[src/rtl/mul_div_pkg.sv]
`default_nettype none
// ============================================================================
//  Module      : mul_div_pkg
//  Description : Types and constants shared by the multiplier, the divider
//                and the HI/LO register file.
//  Revision    : 1.0 - initial release
// ============================================================================
package mul_div_pkg;

    // Operand width used by the CPU's MUL/DIV path.
    localparam int c_default_width = 32;

    // The LO half always starts at bit 0 of the packed {HI, LO} result.
    localparam int c_lo_lsb = 0;

    // Iterative controller states.
    typedef enum logic [1:0] {
        IDLE = 2'd0,
        RUN  = 2'd1,
        DONE = 2'd2
    } state_t;

    // Bit positions of the HI and LO halves in a 2*w-bit {HI, LO} result.
    function automatic int hi_msb(input int w);
        return 2 * w - 1;
    endfunction

    function automatic int hi_lsb(input int w);
        return w;
    endfunction

    function automatic int lo_msb(input int w);
        return w - 1;
    endfunction

endpackage
`default_nettype wire

[src/rtl/booth_step.sv]
`default_nettype none
// ============================================================================
//  Module      : booth_step
//  Description : One radix-2 Booth iteration: add/subtract the multiplicand
//                according to {Q[0], q_m1}, then arithmetic right shift of
//                {A, Q, q_m1} by one bit. Purely combinational.
//  Revision    : 1.0 - initial release
// ============================================================================
module booth_step #(
    parameter int WIDTH = 32
) (
    input  logic [WIDTH:0]   i_a,
    input  logic [WIDTH:0]   i_m,
    input  logic [WIDTH-1:0] i_q,
    input  logic             i_q_m1,
    output logic [WIDTH:0]   o_a,
    output logic [WIDTH-1:0] o_q,
    output logic             o_q_m1
);

    logic [WIDTH:0] w_sum;

    // Booth recoding: 01 adds M, 10 subtracts M, 00/11 keep A.
    always_comb begin
        w_sum = i_a;
        case ({i_q[0], i_q_m1})
            2'b01:   w_sum = i_a + i_m;
            2'b10:   w_sum = i_a - i_m;
            default: w_sum = i_a;
        endcase
    end

    // Arithmetic shift: A's sign bit is replicated, A's LSB falls into Q.
    assign o_a    = {w_sum[WIDTH], w_sum[WIDTH:1]};
    assign o_q    = {w_sum[0], i_q[WIDTH-1:1]};
    assign o_q_m1 = i_q[0];

endmodule
`default_nettype wire

[src/rtl/booth_multiplier.sv]
`default_nettype none
// ============================================================================
//  Module      : booth_multiplier
//  Description : Sequential radix-2 Booth signed multiplier. One Booth step
//                per clock for WIDTH cycles; product presented as {HI, LO}.
//  Revision    : 1.0 - initial release
// ============================================================================
module booth_multiplier
    import mul_div_pkg::*;
#(
    parameter int WIDTH = c_default_width
) (
    input  logic               clk,
    input  logic               reset_n,
    input  logic               start,
    input  logic [WIDTH-1:0]   Multiplicand,
    input  logic [WIDTH-1:0]   Multiplier,
    output logic               busy,
    output logic               done,
    output logic [2*WIDTH-1:0] Z
);

    localparam int c_cnt_w  = $clog2(WIDTH + 1);
    localparam int c_hi_msb = hi_msb(WIDTH);
    localparam int c_hi_lsb = hi_lsb(WIDTH);
    localparam int c_lo_msb = lo_msb(WIDTH);

    state_t             r_state;
    state_t             w_next_state;
    logic               w_load;
    logic               w_last_step;

    logic [WIDTH:0]     r_m;
    logic [WIDTH:0]     r_a;
    logic [WIDTH-1:0]   r_q;
    logic               r_qm1;
    logic [c_cnt_w-1:0] r_count;
    logic [2*WIDTH-1:0] r_z;

    logic [WIDTH:0]     w_a_nx;
    logic [WIDTH-1:0]   w_q_nx;
    logic               w_qm1_nx;

    // The step taken while count is 1 is the final one.
    assign w_last_step = (r_count == c_cnt_w'(1));

    booth_step #(
        .WIDTH (WIDTH)
    ) u_step (
        .i_a    (r_a),
        .i_m    (r_m),
        .i_q    (r_q),
        .i_q_m1 (r_qm1),
        .o_a    (w_a_nx),
        .o_q    (w_q_nx),
        .o_q_m1 (w_qm1_nx)
    );

    // State register; reset abandons any operation in flight.
    always_ff @(posedge clk or negedge reset_n) begin
        if (!reset_n) begin
            r_state <= IDLE;
        end else begin
            r_state <= w_next_state;
        end
    end

    // Next state and operand-load decision; start only counts outside RUN.
    always_comb begin
        w_next_state = r_state;
        w_load       = 1'b0;
        case (r_state)
            IDLE: begin
                if (start) begin
                    w_next_state = RUN;
                    w_load       = 1'b1;
                end
            end
            RUN: begin
                if (w_last_step) begin
                    w_next_state = DONE;
                end
            end
            DONE: begin
                if (start) begin
                    w_next_state = RUN;
                    w_load       = 1'b1;
                end else begin
                    w_next_state = IDLE;
                end
            end
            default: w_next_state = IDLE;
        endcase
    end

    // Datapath: load operands on acceptance, iterate in RUN, capture Z on
    // the final step so it is valid exactly in the DONE cycle.
    always_ff @(posedge clk or negedge reset_n) begin
        if (!reset_n) begin
            r_m     <= '0;
            r_a     <= '0;
            r_q     <= '0;
            r_qm1   <= 1'b0;
            r_count <= '0;
            r_z     <= '0;
        end else if (w_load) begin
            r_m     <= {Multiplicand[WIDTH-1], Multiplicand};
            r_a     <= '0;
            r_q     <= Multiplier;
            r_qm1   <= 1'b0;
            r_count <= c_cnt_w'(WIDTH);
        end else if (r_state == RUN) begin
            r_a     <= w_a_nx;
            r_q     <= w_q_nx;
            r_qm1   <= w_qm1_nx;
            r_count <= r_count - c_cnt_w'(1);
            if (w_last_step) begin
                r_z[c_hi_msb:c_hi_lsb] <= w_a_nx[WIDTH-1:0];
                r_z[c_lo_msb:c_lo_lsb] <= w_q_nx;
            end
        end
    end

    assign busy = (r_state == RUN);
    assign done = (r_state == DONE);
    assign Z    = r_z;

endmodule
`default_nettype wire
[config.mk]
export PLATFORM = sky130hd
export DESIGN_NAME = booth_multiplier
export DESIGN_NICKNAME = d
export VERILOG_FILES = /design/src/rtl/mul_div_pkg.sv /design/src/rtl/booth_step.sv /design/src/rtl/booth_multiplier.sv
export SDC_FILE = /design/constraint.sdc
export NUM_CORES = 1
export LEC_CHECK = 0
export CAP_MARGIN = 10
export CORE_MARGIN = 4
export CORE_UTILIZATION = 50
export CTS_CLUSTER_DIAMETER = 60
export DETAILED_ROUTE_END_ITERATION = 10
export GPL_ROUTABILITY_DRIVEN = 0
export GPL_TIMING_DRIVEN = 0
export MAX_ROUTING_LAYER = met4
export PLACE_DENSITY_LB_ADDON = 0.25
export SYNTH_ARGS = -nofsm -noshare
export SYNTH_HDL_FRONTEND = slang
export SYNTH_SLANG_ARGS = --single-unit
[constraint.sdc]
create_clock -name clk -period 3.8 [get_ports clk]
set_input_delay 0.76 -clock clk [delete_from_list [all_inputs] [get_ports clk]]
set_output_delay 0.76 -clock clk [all_outputs]
set_load 0.005 [all_outputs]
==> summary.md, run 1 <==
| Metric | Value |
|---|---|
| Max cap viols | `0` |
| Total grt overflow | `0` |
| Layout cells sized above 1 | `approximately 14%` |
| Clock-pin slew on the worst setup and hold paths | `about 0.08 ns` |
| Nets | `approximately 1400` |
| Top cell types by occurrence after synthesis | `315 x nand2_1, 169 x dfrtp_1, 65 x a21oi_1` |
| GRT Total Usage | `27.8%` |
| Top-area cell type share of the netlist area | `between 40 and 50%` |
| Layout Cells excl Fill | `1545` |
| Root buffer cell | `clkbuf_16` |
| Cell with the most instances after synthesis | `nand2_1` |
| Initial cell density of the core | `51.6%` |
| Initial antenna violation count | `0` |
| Largest area contributor in the netlist | `dfrtp_1` |
| Via density per instance | `5.93` |
| Cell Rows | `49` |
| RSZ-0062 raised after global routing | `true` |
| Synthesized instance count | `1106` |
| Placed wire-length estimate | `20100 um` |
| Flop and latch count out of synthesis | `about 170` |
| Syn Area/Cell | `about 8.5 sq um` |
| Final setup vio count | `36` |
| Mapped Area | `9420 sq um` |
| Final Cell Area | `12600 sq um` |
| Register area share after synthesis | `44.9%` |
| Worst min-delay path category | `in -> async` |
| First-pass GRT wire length | `46100 um` |
| Die area | `roughly 21000 sq um` |
| Worst endpoint data arrival time | `4.64 ns` |
| Die Ht | `145 um` |
| Worst setup path startpoint | `r_m[3]` |
| I/O pin total | `133` |
| Routed Antenna Nets | `0` |
| Pins Over Slew Limit | `0` |
| Period utilisation layout | `113%` |
| Storage cell area | `between 4000 and 5000 sq um` |
| Critical Path Fanout Max | `5` |
| Synth warn | `0` |
| H-tree Lvls | `4` |
| Critical path required time | `4.16 ns` |
| Tmin final | `4.28 ns` |
| Via count | `9157` |
| Hold Buf Count CTS | `0` |
| Final hold violation count | `0` |
| Synthesized Nets | `1210` |
| Placed cells | `1468` |
| Area delta synth->final | `34.2%` |
| Placed cell area | `~11000 sq um` |
| Worst Tran Pin Value | `between 0.9 and 1 ns` |
| Outcome | `finished with violations` |
| Crit start category | `register` |
| PortBufs | `132` |
| EDFF count, synth | `0` |
| Top FF cell, synth | `dfrtp_1` |
| Vias in the first global route | `slightly below 9000` |
| # clock sinks | `169` |
| Max Buffers Root-to-Sink | `2` |
| Slew HR | `37.1%` |
| Critical path class | `reg -> reg` |
| Setup TNS | `-9.03 ns` |
| Iteration-0 DRC Markers | `1006` |
| Drt drc | `0` |
| Worst setup margin | `-0.476 ns` |
| Worst Setup End Kind | `register` |
| Unique masters post-synth | `63` |
| Largest net degree at the start of global routing | `roughly 120` |
| Violated checks | `setup timing` |
| Drt pass-1 iters | `6` |
| Core Footprint | `18300 sq um` |
| Skew final | `0.0127 ns` |
| Pre-CTS WS | `-0.724 ns` |
| Fmax | `234 MHz` |
| Drt total wl | `30500 um` |
| Post-DR wirelength/cell | `19.7 um` |
| CTS tree | `yes` |
| ANT cells | `0` |
| Clk_lat worst skew | `roughly 0.44 ns` |
| Top post-synthesis cells by area | `dfrtp_1 45%, nand2_1 13%, ha_1 4.8%` |
| Die width | `145 um` |
| Synth async-reset ratio | `100%` |
| Area of the multi-input gates | `roughly 5400 sq um` |
| Fill cells | `approximately 1400` |
| Critical R2R Launch | `r_m[3]` |
| CTS Buf Count | `17` |
path summary, 6_finish.rpt:
check                                  end  slack [ns]  cells past startpoint
worst max-delay path                 Z[63]       -0.48                     16
worst min-delay path                r_a[7]        0.22                      1
worst max register to register       Z[63]       -0.48                     16
worst min register to register        Z[2]        0.48                      2
max in group asynchronous       r_count[2]        2.67                      2
min in group clk                      Z[2]        0.48                      2
cell usage in the layout (no fill, tap or decap), drive strengths merged, types with 3 or more instances in the layout:
cell type | Yosys | layout
and2 | 6 | 6
nor3 | 27 | 27
mux2i | 11 | 11
dfrtp | 169 | 169
or4 | 3 | 3
a211o | 3 | 3
nand4 | 7 | 7
ha | 36 | 36
clkbuf | 54 | 64
buf | 11 | 65
a21o | 14 | 14
o31ai | 5 | 5
a22o | 8 | 8
mux2 | 5 | 5
nor2b | 7 | 7
o211ai | 4 | 4
xnor2 | 48 | 48
clkinv | 0 | 5
and3 | 13 | 13
nand2b | 6 | 6
nor4b | 4 | 4
o21a | 5 | 5
clkdlybuf4s50 | 0 | 131
or3 | 5 | 5
inv | 25 | 34
nor4 | 9 | 9
a21oi | 66 | 66
a22oi | 25 | 25
xor2 | 10 | 10
nand3 | 28 | 28
a211oi | 4 | 4
a31oi | 25 | 25
nor2 | 60 | 60
o21ai | 58 | 58
nand2 | 315 | 315
o221ai | 3 | 3
layer usage:
layer / track usage [%] / vias up / wire, um
li1: - / 4217 / -
met1: 38.0 / 4335 / 12800
met2: 42.3 / 526 / 14000
met3: 4.99 / 79 / 2760
met4: 9.02 / 0 / 909
met5: - / - / 0
state kept, by name (all words and copies together) (netlist names):
register and count:
r_state 2, r_q 32, r_m 32, r_count 6, Z 64, r_qm1 1
r_a 32
kinds of logic (layout without fill, tap and decap cells):
kind of cell | count (synthesis) | after routing | synth area share (%)
simple gates | 498 | 498 | 23.2
compound gates | 238 | 238 | 16.1
flops | 169 | 169 | 44.9
buf+inv | 90 | 300 | 3.63
xor+xnor | 58 | 58 | 5.39
fa+ha+maj | 37 | 37 | 4.99
mux | 16 | 16 | 1.77
layout make-up:
cell class	count	share of cell area [%]
clock buffer	17	3.37
clock inverter	15	1.37
multi-input combinational	847	42.8
timing repair buffer	186	14.2
inverter	25	0.742
sequential	169	33.5
tap	229	2.27
buffer	57	1.82
worst max-delay path, cell delays in order, from the launching register on:
cell and delay, ns:
dfrtp_1 0.40, or4_4 0.59, nor3_4 0.14, nor4b_4 0.23, and2_4 0.21, nand2_4 0.07, nor3_4 0.18, buf_4 0.15
a21oi_1 0.06, xnor2_1 0.14, ha_1 0.33, o41ai_4 0.50, a21oi_2 0.15, o31a_1 0.34, xor2_2 0.21, or3_1 0.33
a31oi_1 0.16
metrics by stage:
| step | hold slack (ns) | utilization, % |
|---|---|---|
| CTS | 0.234 | 67.2 |
| global placement | 0.457 | 60.6 |
| finish | 0.223 | 69.2 |
| detailed placement | 0.463 | 60.8 |
| floorplan | 0.461 | - |
| global route | 0.255 | 69.2 |
timing repair:
item	in CTS	in global routing
pin swaps	47	37
gates resized for setup	77	60
endpoints found under the setup margin	48	42
buffers inserted	44	16
endpoints found under the hold margin	0	0
Power of run 1 is left out: the tool's default activity adds up to more than one toggle a clock period on the data nets, which glitch-free logic cannot reach.
==> inputs of run 2 (changes only) <==
Settings changed: HOLD_SLACK_MARGIN from default to 0.02.
==> results of run 2 <==
No change in the layout: final DEF, timing and power equal those of run 1.
Power of run 2 is left out for the same reason.
